--- src/rtl/uart_pkg.sv ---
// Shared UART definitions: data width, FSM state encoding (common with the receiver)
// and the default bit period for a 50 MHz clock at 9600 baud.
package uart_pkg;

  localparam int UART_DATA_BITS       = 8;
  localparam int DEFAULT_CLKS_PER_BIT = 5208;

  typedef enum logic [1:0] {
    IDLE  = 2'd0,
    START = 2'd1,
    DATA  = 2'd2,
    STOP  = 2'd3
  } uart_state_e;

endpackage

--- src/rtl/uart_baud_tick.sv ---
// Bit-period clock-enable generator: counts 0..CLKS_PER_BIT-1 while enabled and
// raises o_tick in the last cycle of each period before wrapping to zero.
module uart_baud_tick #(
  parameter int CLKS_PER_BIT = 16
) (
  input  logic i_clk,
  input  logic i_rst_n,
  input  logic i_clear,
  input  logic i_enable,
  output logic o_tick
);

  localparam int            CW   = (CLKS_PER_BIT > 1) ? $clog2(CLKS_PER_BIT) : 1;
  localparam logic [CW-1:0] LAST = CW'(CLKS_PER_BIT - 1);

  logic [CW-1:0] r_count;

  assign o_tick = i_enable && (r_count == LAST);

  always_ff @(posedge i_clk or negedge i_rst_n) begin
    if (!i_rst_n) begin
      r_count <= '0;
    end else if (i_clear) begin
      r_count <= '0;
    end else if (i_enable) begin
      r_count <= o_tick ? '0 : r_count + CW'(1);
    end
  end

endmodule

--- src/rtl/uart_transmitter.sv ---
// 8-N-1 UART transmitter with optional second stop bit and a valid/ready byte input.
// The TX line is a register driven from the next-state logic, so it never glitches.
module uart_transmitter
  import uart_pkg::*;
#(
  parameter int CLKS_PER_BIT = DEFAULT_CLKS_PER_BIT,
  parameter int STOP_BITS    = 1
) (
  input  logic                      i_clk,
  input  logic                      i_rst_n,
  input  logic [UART_DATA_BITS-1:0] i_tx_data,
  input  logic                      i_tx_valid,
  output logic                      o_tx_ready,
  output logic                      o_tx,
  output logic                      o_tx_done,
  output logic                      o_tx_busy
);

  localparam logic [2:0] LAST_BIT  = 3'(UART_DATA_BITS - 1);
  localparam logic       LAST_STOP = (STOP_BITS == 2);

  uart_state_e               r_state, w_state_next;
  logic [UART_DATA_BITS-1:0] r_shift, w_shift_next;
  logic [2:0]                r_bit_idx, w_bit_idx_next;
  logic                      r_stop_idx, w_stop_idx_next;
  logic                      r_tx, w_tx_next;
  logic                      r_ready;
  logic                      w_tick;
  logic                      w_handshake;
  logic                      w_busy;
  logic                      w_done;

  assign w_handshake = i_tx_valid && r_ready;
  assign w_busy      = (r_state != IDLE);

  uart_baud_tick #(
    .CLKS_PER_BIT(CLKS_PER_BIT)
  ) u_baud_tick (
    .i_clk   (i_clk),
    .i_rst_n (i_rst_n),
    .i_clear (w_handshake),
    .i_enable(w_busy),
    .o_tick  (w_tick)
  );

  always_comb begin
    w_state_next    = r_state;
    w_shift_next    = r_shift;
    w_bit_idx_next  = r_bit_idx;
    w_stop_idx_next = r_stop_idx;
    w_done          = 1'b0;

    unique case (r_state)
      IDLE: begin
        if (w_handshake) begin
          w_state_next    = START;
          w_shift_next    = i_tx_data;
          w_bit_idx_next  = '0;
          w_stop_idx_next = 1'b0;
        end
      end
      START: begin
        if (w_tick) begin
          w_state_next   = DATA;
          w_bit_idx_next = '0;
        end
      end
      DATA: begin
        if (w_tick) begin
          w_shift_next = r_shift >> 1;
          if (r_bit_idx == LAST_BIT) begin
            w_state_next    = STOP;
            w_stop_idx_next = 1'b0;
          end else begin
            w_bit_idx_next = r_bit_idx + 3'd1;
          end
        end
      end
      STOP: begin
        if (w_tick) begin
          if (r_stop_idx == LAST_STOP) begin
            w_done       = 1'b1;
            w_state_next = IDLE;
          end else begin
            w_stop_idx_next = r_stop_idx + 1'b1;
          end
        end
      end
      default: w_state_next = IDLE;
    endcase

    // Line level is derived from where we will be, so the register leads the state by zero cycles.
    unique case (w_state_next)
      START:   w_tx_next = 1'b0;
      DATA:    w_tx_next = w_shift_next[0];
      default: w_tx_next = 1'b1;
    endcase
  end

  always_ff @(posedge i_clk or negedge i_rst_n) begin
    if (!i_rst_n) begin
      r_state    <= IDLE;
      r_shift    <= '0;
      r_bit_idx  <= '0;
      r_stop_idx <= 1'b0;
      r_tx       <= 1'b1;
      r_ready    <= 1'b0;
    end else begin
      r_state    <= w_state_next;
      r_shift    <= w_shift_next;
      r_bit_idx  <= w_bit_idx_next;
      r_stop_idx <= w_stop_idx_next;
      r_tx       <= w_tx_next;
      r_ready    <= (w_state_next == IDLE);
    end
  end

  assign o_tx       = r_tx;
  assign o_tx_ready = r_ready;
  assign o_tx_done  = w_done;
  assign o_tx_busy  = w_busy;

endmodule

--- config.mk ---
export PLATFORM = sky130hd
export DESIGN_NAME = uart_transmitter
export DESIGN_NICKNAME = d
export VERILOG_FILES = /design/src/rtl/uart_pkg.sv /design/src/rtl/uart_baud_tick.sv /design/src/rtl/uart_transmitter.sv
export SDC_FILE = /design/constraint.sdc
export NUM_CORES = 1
export LEC_CHECK = 0
export CORE_MARGIN = 5
export CORE_UTILIZATION = 50
export DETAILED_ROUTE_END_ITERATION = 12
export PLACE_DENSITY = 0.85
export REMOVE_ABC_BUFFERS = 1
export SLEW_MARGIN = 20
export SYNTH_ARGS = -nofsm -noshare
export SYNTH_HDL_FRONTEND = slang
export SYNTH_SLANG_ARGS = --single-unit
--- constraint.sdc ---
create_clock -name i_clk -period 1.84 [get_ports i_clk]
set_input_delay 0.276 -clock i_clk [delete_from_list [all_inputs] [get_ports i_clk]]
set_output_delay 0.276 -clock i_clk [all_outputs]
set_load 0.01 [all_outputs]
## Word level (Yosys, flattened, before mapping)

Cells that the tools add are included.

| storage, ports and cells | value |
|---|---|
| flip-flop bits (word level) | 29 |
| input bits | 11 |
| output and inout bits | 4 |
| word-level logic and storage cells | 64 |

| cells by class | value |
|---|---|
| $add $sub $neg | 3 |
| eq/ne operators | 13 |
| multiplexer cells | 28 |
| reduce and logical (&&, ||, !) cells | 12 |

Operators by type and width:

| cell | count |
|---|---|
| 2-to-1 mux 13 bit | 3 |
| 2-to-1 mux 8 bit | 2 |
| case mux 8 bit (2 select lines) | 1 |
| adder 13 x 1 -> 13 bit, second input constant | 1 |
| equality test 13 bit, second input constant | 1 |
| 2-to-1 mux 2 bit | 6 |
| 2-to-1 mux 3 bit | 4 |
| AND reduction 5 bit | 2 |
| case mux 3 bit (3 select lines) | 1 |
| 2-to-1 mux 1 bit | 8 |
| inequality test 2 x 1 -> 1 bit, second input constant | 4 |
| case mux 2 bit (4 select lines) | 1 |
| equality test 2 bit, second input constant | 3 |
| nonzero test 2 bit | 3 |
| nonzero test 3 bit | 2 |
| equality test 2 x 1 -> 1 bit, second input constant | 2 |
| logical NOT 2 bit | 2 |
| inequality test 2 bit, second input constant | 2 |
| adder 3 x 1 -> 3 bit, second input constant | 1 |
| equality test 3 bit, second input constant | 1 |
| case mux 1 bit (3 select lines) | 1 |
| AND reduction 3 bit | 1 |
| logical AND 1 bit | 2 |
| case mux 1 bit (2 select lines) | 1 |
| adder 1 bit, second input constant | 1 |

## Longest topological paths before layout

Gate-level depths: netlist of the first run.

| depth | value |
|---|---|
| depth after elaboration | 6 |
| depth in mapped cells | 7 |
| mapped depth without buffers | 6 |

## Cells and area by module

From an unflattened synthesis of the first run, not the netlist that was laid out.

| second synthesis, totals | value |
|---|---|
| cell total of the unflattened synthesis | 136 |
| area total of the unflattened synthesis | 1549.0 µm² |

By module, submodules not included:

| module | instances | cells each | area each (µm²) | sequential area each (µm²) |
|---|---|---|---|---|
| uart_baud_tick | 1 | 76 | 795.8 | 325.3 |
| uart_transmitter | 1 | 60 | 753.2 | 376.6 |

## Worst setup path before layout of the first run

OpenSTA, ideal clock, no wires.

| timing | value |
|---|---|
| kind | reg2reg |
| start point | reg u_baud_tick.r_count[0] |
| end point | reg r_tx, in the netlist o_tx |
| library setup time | 0.081 ns |
| arrival time | 1.634 ns |
| data required time | 1.759 ns |
| setup slack | 0.126 ns |
| cell stages (with the launch flop) | 7 |
| path buffers | 1 |
| clock period less this slack | 1.714 ns |
| cell sequence | dfrtp_1 ha_1 and4bb_4 and4_4 buf_6 or3b_1 a32oi_1 |

| on the way | value |
|---|---|
| word-level cells in the longest chain between the ends | 6 |
| elaborated cells between the ends (all ways) | 11 |
| those cells by class | eq/ne (3); mux (7); reduce/logical (1) |

RTL lines:

| item | RTL line | RTL |
|---|---|---|
| from (decl) | uart_baud_tick.sv:16 | `logic [CW-1:0] r_count;` |
| from (signal assigned) | uart_baud_tick.sv:26 | `r_count <= o_tick ? '0 : r_count + CW'(1);` |
| equality test 13 bit * | uart_baud_tick.sv:18 | `assign o_tick = i_enable && (r_count == LAST);` |
| logical AND 1 bit * | uart_baud_tick.sv:18 |  |
| 2-to-1 mux 2 bit, on equally long branches | uart_transmitter.sv:80, uart_transmitter.sv:63, uart_transmitter.sv:69 |  |
| case mux 2 bit (4 select lines) | uart_transmitter.sv:53 | `unique case (r_state)` |
| equality test 2 bit / equality test 2 x 1 -> 1 bit (equally long branches) | uart_transmitter.sv:93 | `unique case (w_state_next)` |
| case mux 1 bit (2 select lines) * | uart_transmitter.sv:93 |  |
| named net w_tx_next | uart_transmitter.sv:26 | `logic r_tx, w_tx_next;` |
| to (signal assigned) | uart_transmitter.sv:113 | `r_tx <= w_tx_next;` |
| to (decl) | uart_transmitter.sv:26 |  |

The timed path passes the listed nets; every way through them passes the cells marked *. The select of a mux whose other input is x is not followed.
A chain may end at the register's enable or synchronous reset.

## Final worst setup path of the first run

| timing | value |
|---|---|
| start point | reg u_baud_tick.r_count[1] |
| end point | out o_tx_done |

| on the way | value |
|---|---|
| word-level cells in the longest chain between the ends | 4 |

RTL lines:

| item | RTL line | RTL |
|---|---|---|
| equality test 13 bit | uart_baud_tick.sv:18 |  |
| logical AND 1 bit | uart_baud_tick.sv:18 |  |
| 2-to-1 mux 1 bit | uart_transmitter.sv:80 | `if (w_tick) begin` |
| 2-to-1 mux 1 bit | uart_transmitter.sv:53 |  |
| to (decl) | uart_transmitter.sv:15 | `output logic o_tx_done,` |

No other way between the ends.

==> results of run 1 <==
[flip-flops by register name, indices dropped and copies added (netlist names)]
| signal | flops |
|---|---|
| u_baud_tick.r_count | 13 |
| o_tx | 1 |
| r_bit_idx | 3 |
| o_tx_ready | 1 |
| r_state | 2 |
| r_shift | 8 |
[logic make-up (layout without fill, tap and decap cells)]
group	after synthesis	in the layout	synth area share [%]
AOI/OAI and AO/OA	37	37	17.8
xor gates and xnor gates	8	8	4.54
adders and majority gates	3	3	2.43
buffers and inverters	8	50	3.57
DFF	28	28	45.5
muxes	4	4	2.59
and+or+nand+nor	62	62	23.6
[layer usage]
| metal | wire length [µm] | share of wire (%) | up-vias |
|---|---|---|---|
| met2 | 1840 | 51 | 34 |
| met4 | 55 | 1.5 | 0 |
| li1 | - | - | 642 |
| met5 | 0 | 0 | - |
| met3 | 157 | 4.3 | 4 |
| met1 | 1560 | 43 | 668 |
[metrics by stage]
step | cells | instance area (µm²) | util (%) | total power [µW]
floorplan | 145 | 1500 | - | 817
global placement | 217 | 1870 | 62.3 | 940
detailed placement | 217 | 1870 | 62.3 | 955
CTS | 222 | 1910 | 63.7 | 1260
global route | 225 | 1940 | 64.5 | 1320
finish | 225 | 1940 | 64.5 | 1240
[worst paths after layout]
kind | startpoint | to | slack [ps]
max in group asynchronous | i_rst_n | o_tx | 1220
min in group i_clk | i_tx_data[7] | r_shift[7] | 490
worst min-delay path | i_rst_n | u_baud_tick.r_count[8] | 300
worst max-delay path | u_baud_tick.r_count[1] | o_tx_done | 30
worst min register to register | r_shift[1] | r_shift[1] | 500
worst max register to register | u_baud_tick.r_count[1] | o_tx | 30
[repair_timing]
action,in CTS,in global routing
gates cloned,0,0
pin swaps,1,4
buffers inserted,1,3
endpoints found under the setup margin,2,3
gates resized for setup,6,2
[final cells by class]
| type | count | area (µm²) |
|---|---|---|
| Timing Repair Buffer | 43 | 353 |
| Inverter | 3 | 11.3 |
| Clock buffer | 4 | 36.3 |
| Fill cell | 225 | 1060 |
| Multi-Input combinational cell | 114 | 792 |
| Tap cell | 33 | 41.3 |
| Sequential cell | 28 | 704 |
[power groups by stage]
stage	logic (µW)	registers, µW	clock network [µW]
after floorplan	87.9	729	0
after global placement	235	705	0
after detailed placement	246	709	0
after CTS	249	697	310
after global routing	276	702	337
final	248	697	298
[layout by cell type (no fill, tap or decap), types with 3 or more instances in the layout]
cell,count
a21o_1,7
a21oi_1,5
a22o_2,6
and2_1,4
buf_4,29
clkbuf_4,3
clkdlybuf4s50_1,13
dfrtp_1,25
inv_1,3
mux2i_1,4
nand2_1,12
nand3_1,6
nand4_1,8
nor2_1,13
o21ai_0,5
o2bb2ai_1,4
or3_1,4
xnor2_1,4
xor2_1,4
==> metrics.md, run 1 <==
| Metric | Value |
|---|---|
| Slew headroom | `73.5%` |
| First DRT Iteration DRCs | `99` |
| Rows | `20` |
| Met3 usage | `1.54%` |
| Switch share | `26.0%` |
| Most common cell in the netlist | `dfrtp_1` |
| Kind of cell adding the most delay to the critical path | `simple AND/OR/NAND/NOR gates` |
| Yosys reg bits | `28` |
| Vias in the first global route | `1344` |
| Hold crit path type | `in2async` |
| Die Y | `65.6 µm` |
| Internal power | `920 µW` |
| CP peak stage delay | `400 ps` |
| F_max | `553 MHz` |
| Post-synth EDFFs | `0` |
| DR vias | `1348` |
| Grt met2 use | `31.0%` |
| Unrepaired setup endpoints after global routing | `true` |
| Cell chain of the critical path | `ha_2 > and4bb_4 > nand4_1 > nor2_1 > buf_2` |
| Gr usage total | `18.2%` |
| Arrival @ worst endpoint | `1530 ps` |
| Reg clk slew, reported paths | `150 ps` |
| Syn Area/Cell | `10.3 µm²` |
| Synthesis warning total | `0` |
| Post-CTS Hold Buffers | `0` |
| Via density | `5.99` |
| CP max FO | `3` |
| # DRC | `0` |
| I/O pins | `15` |
| CP Class | `reg2out` |
| Pre-CTS WS | `-0.877 ps` |
| Clk Tree Root Cell | `clkbuf_4` |
| Top cells by count, synth | `dfrtp_1, nor2_1, nand2_1, nand4_1, a21o_1` |
| Sequential share of the synthesized area | `45.5%` |
| Layout area overhead | `25.5%` |
| Final antenna-violating net count | `0` |
| Port-buffer cells | `14` |
| DRT Pass-1 Iters | `4` |
| N_diodes | `0` |
| Leakage | `0.000922 µW` |
| Grt total ovfl | `0` |
| Setup WS post-layout | `31.1 ps` |
| Clock skew | `7.43 ps` |
| Later-pin clock latency in the skew report | `330 ps` |
| Clk sink count | `28` |
| Clock power share | `24.0%` |
| Top FF cell, synth | `dfrtp_1` |
| # H-tree levels | `1` |
| Largest net degree at the start of global routing | `29` |
| Status | `completed` |
| Routed len/inst | `16.1 µm` |
| Starting Density | `51.4%` |
| R2R depth | `6` |
| Asr flop ratio synth | `100%` |
| Power per Cell Area | `641 nW/µm²` |
| Top cells by area in the synthesized netlist | `dfrtp_1, a22o_2, a21o_1` |
| Min Tclk post-route | `1810 ps` |
| Critical Path RT | `1560 ps` |
| Top Usage Layer GRT | `met2` |
| Crit. End Element | `output pin` |
| Maxcap violations | `0` |
| Buf/Inv on CP | `1` |
| CTS tree | `done` |
| Critical path's slowest cell | `dfrtp_1` |
| Fin. max-slew vios | `0` |
| Yosys cell types | `40` |
| Maximum VDD drop | `297 µV` |
| Fin. Hold Viols | `0` |
| Syn Std Cell Area | `1540 µm²` |
| CTS max path bufs | `2` |
| First-pass GRT wire length | `6130 µm` |
| Slew @ Worst Pin | `397 ps` |
| Top cell type's share of synthesized area | `43.8%` |
| Setup tns final | `0 ps` |
| Share of layout cells above drive strength 1 | `28.1%` |
| Cell taking the most area after synthesis | `dfrtp_1` |
| Met1 usage | `23.4%` |
| Die X | `65.6 µm` |
| Die ar. | `4300 µm²` |
| Final setup fails | `0` |
| Core area | `3000 µm²` |
| Crit start category | `flop` |
| RePlAce Congestion | `0.887` |
| Comb pwr share | `20.0%` |
| Final WL | `3620 µm` |
| Switching power total | `323 µW` |
| Register share of total power | `56.0%` |
| Fin crit share | `98.3%` |
| CTS buffer count | `3` |
| Gate count of the mapped netlist | `150` |
| Critical path depth | `5` |
| WHS | `305 ps` |
| Initial antenna violation count | `0` |
| Dpl hpwl | `2590 µm` |
| # nets final | `207` |
Note: power is estimated with default switching activity, not from simulation.
==> run 2, diff against run 1 <==
- CORE_MARGIN: 5 -> 10
==> metrics.md, run 2 (same netlist as run 1, synthesis figures left out) <==
| Metric | Value |
|---|---|
| R2R depth | `6` |
| Vias in the first global route | `1349` |
| Critical Path RT | `1560 ps` |
| Layout area overhead | `26.0%` |
| Die ar. | `5710 µm²` |
| Crit. End Element | `output pin` |
| Die Y | `75.6 µm` |
| Critical path's slowest cell | `dfrtp_1` |
| Setup WS post-layout | `54.3 ps` |
| Status | `completed` |
| Via density | `6.05` |
| Slew headroom | `67.8%` |
| CP max FO | `2` |
| Comb pwr share | `19.5%` |
| Min Tclk post-route | `1790 ps` |
| Switching power total | `331 µW` |
| Kind of cell adding the most delay to the critical path | `simple AND/OR/NAND/NOR gates` |
| Internal power | `920 µW` |
| Port-buffer cells | `14` |
| First-pass GRT wire length | `6280 µm` |
| Reg-to-reg startpoint | `u_baud_tick.r_count[0]` |
| Arrival @ worst endpoint | `1510 ps` |
| Clk Tree Root Cell | `clkbuf_4` |
| CP peak stage delay | `380 ps` |
| Rows | `20` |
| DRT Pass-1 Iters | `8` |
| N_diodes | `0` |
| Maximum VDD drop | `282 µV` |
| Initial antenna violation count | `0` |
| Crit start category | `flop` |
| Met3 wire length | `240 µm` |
| Power per Cell Area | `643 nW/µm²` |
| Pre-CTS WS | `-10.4 ps` |
| Core area | `3000 µm²` |
| Final WL | `3820 µm` |
| Uppermost layer routed | `met4` |
| Commonest non-fill, non-tap cell in the layout | `buf_4` |
| # DRC | `0` |
| Largest reg by FF count | `u_baud_tick.r_count` |
| Core Util, Final | `64.8%` |
| First DRT Iteration DRCs | `157` |
| Setup tns final | `0 ps` |
| Hold crit path type | `in2async` |
| Clock skew | `7.10 ps` |
| DR vias | `1368` |
| Fin. max-slew vios | `0` |
| I/O pins | `15` |
| Die X | `75.6 µm` |
| Share of layout cells above drive strength 1 | `28.5%` |
| Leakage | `0.000929 µW` |
| Slew @ Worst Pin | `471 ps` |
| Commonest non-fill, non-tap cells in the layout | `buf_4, dfrtp_1, nor2_1, clkdlybuf4s50_1, nand2_1` |
| Met2 WL | `1930 µm` |
| Final setup fails | `0` |
| RePlAce Congestion | `0.862` |
| Unrepaired setup endpoints after global routing | `true` |
| Cell chain of the critical path | `ha_2 > and4bb_4 > nand4_1 > nor2_1 > buf_2` |
| Gr usage total | `13.9%` |
| Dpl hpwl | `2720 µm` |
| Later-pin clock latency in the skew report | `340 ps` |
| Largest net degree at the start of global routing | `29` |
| Register share of total power | `55.8%` |
| Fin. Hold Viols | `0` |
| Largest register FFs | `13` |
| Buf/Inv on CP | `1` |
| # placed instances | `216` |
| Clk sink count | `28` |
| Wire length on met1 | `1570 µm` |
| Largest regs | `u_baud_tick.r_count: 13 flops, r_shift: 8 flops, r_bit_idx: 3 flops` |
| # H-tree levels | `1` |
| CTS tree | `done` |
| Grt total ovfl | `0` |
| Starting Density | `51.4%` |
| Reg clk slew, reported paths | `150 ps` |
| Maxcap violations | `0` |
| Clock power share | `24.6%` |
| Worst r2r dst | `o_tx` |
| Switch share | `26.5%` |
| Post-CTS Hold Buffers | `0` |
| F_max | `560 MHz` |
| Finished Layout Cells | `226` |
| CTS max path bufs | `2` |
| CP Class | `reg2out` |
| Routed len/inst | `16.9 µm` |
| Final antenna-violating net count | `0` |
| CTS buffer count | `3` |
| # nets final | `208` |
| Reg2reg setup slack | `60 ps` |
| Overall Power | `1250 µW` |
| Fin crit share | `97.0%` |
==> run 2: changes by cell type in the layout (fill, tap and decap cells not counted), sizes merged <==
cell,delta
buf,+1
==> run 2: power by group through the flow <==
| stage | clock, µW | sequential [µW] | combinational (µW) |
|---|---|---|---|
| 2_1_floorplan | 0 | 729 | 87.9 |
| 3_3_place_gp | 0 | 705 | 236 |
| 3_5_place_dp | 0 | 708 | 241 |
| 4_1_cts | 316 | 696 | 243 |
| 5_1_grt | 339 | 701 | 270 |
| 6_report | 308 | 699 | 245 |
==> run 2: layout make-up <==
class,instances,area [µm²]
Fill cell,222,1060
Multi-Input combinational cell,114,792
Sequential cell,28,704
Timing Repair Buffer,44,360
Tap cell,33,41.3
Clock buffer,4,36.3
Inverter,3,11.3
==> run 2: through the flow <==
step,hold WS [ps],area [µm²]
2_1_floorplan,-19.6,1500
3_3_place_gp,462,1860
3_5_place_dp,468,1860
4_1_cts,299,1920
5_1_grt,329,1950
6_report,281,1950
==> run 2: how the worst max path moves through the flow <==
stage | depth (start not counted) | endpoint | slack, ps | startpoint
2_1_floorplan | 5 | r_shift[1] | 60 | r_state[0]
3_3_place_gp | 5 | o_tx_done | 20 | u_baud_tick.r_count[0]
3_5_place_dp | 5 | o_tx_done | -10 | u_baud_tick.r_count[1]
4_1_cts | 5 | o_tx_done | 20 | u_baud_tick.r_count[0]
5_1_grt | 5 | o_tx_done | -80 | u_baud_tick.r_count[1]
6_report | 5 | o_tx_done | 50 | u_baud_tick.r_count[1]
==> run 2: repair_timing <==
action / 4_1_cts / 5_1_grt
resized for setup: 7 / 1
pin swaps: 1 / 2
buffers inserted: 3 / 3
setup endpoints to repair: 2 / 5
==> run 2: routing by layer <==
| layer | vias up | GRT usage, % |
|---|---|---|
| li1 | 647 | - |
| met2 | 48 | 24.4 |
| met4 | 0 | 5.57 |
| met5 | - | 0 |
| met3 | 7 | 2.21 |
| met1 | 666 | 16.5 |
==> run 3, diff against run 2 <==
- SLEW_MARGIN: 20 -> unset
==> results of run 3 <==
The final DEF is identical to that of run 2; final timing and power are the same.
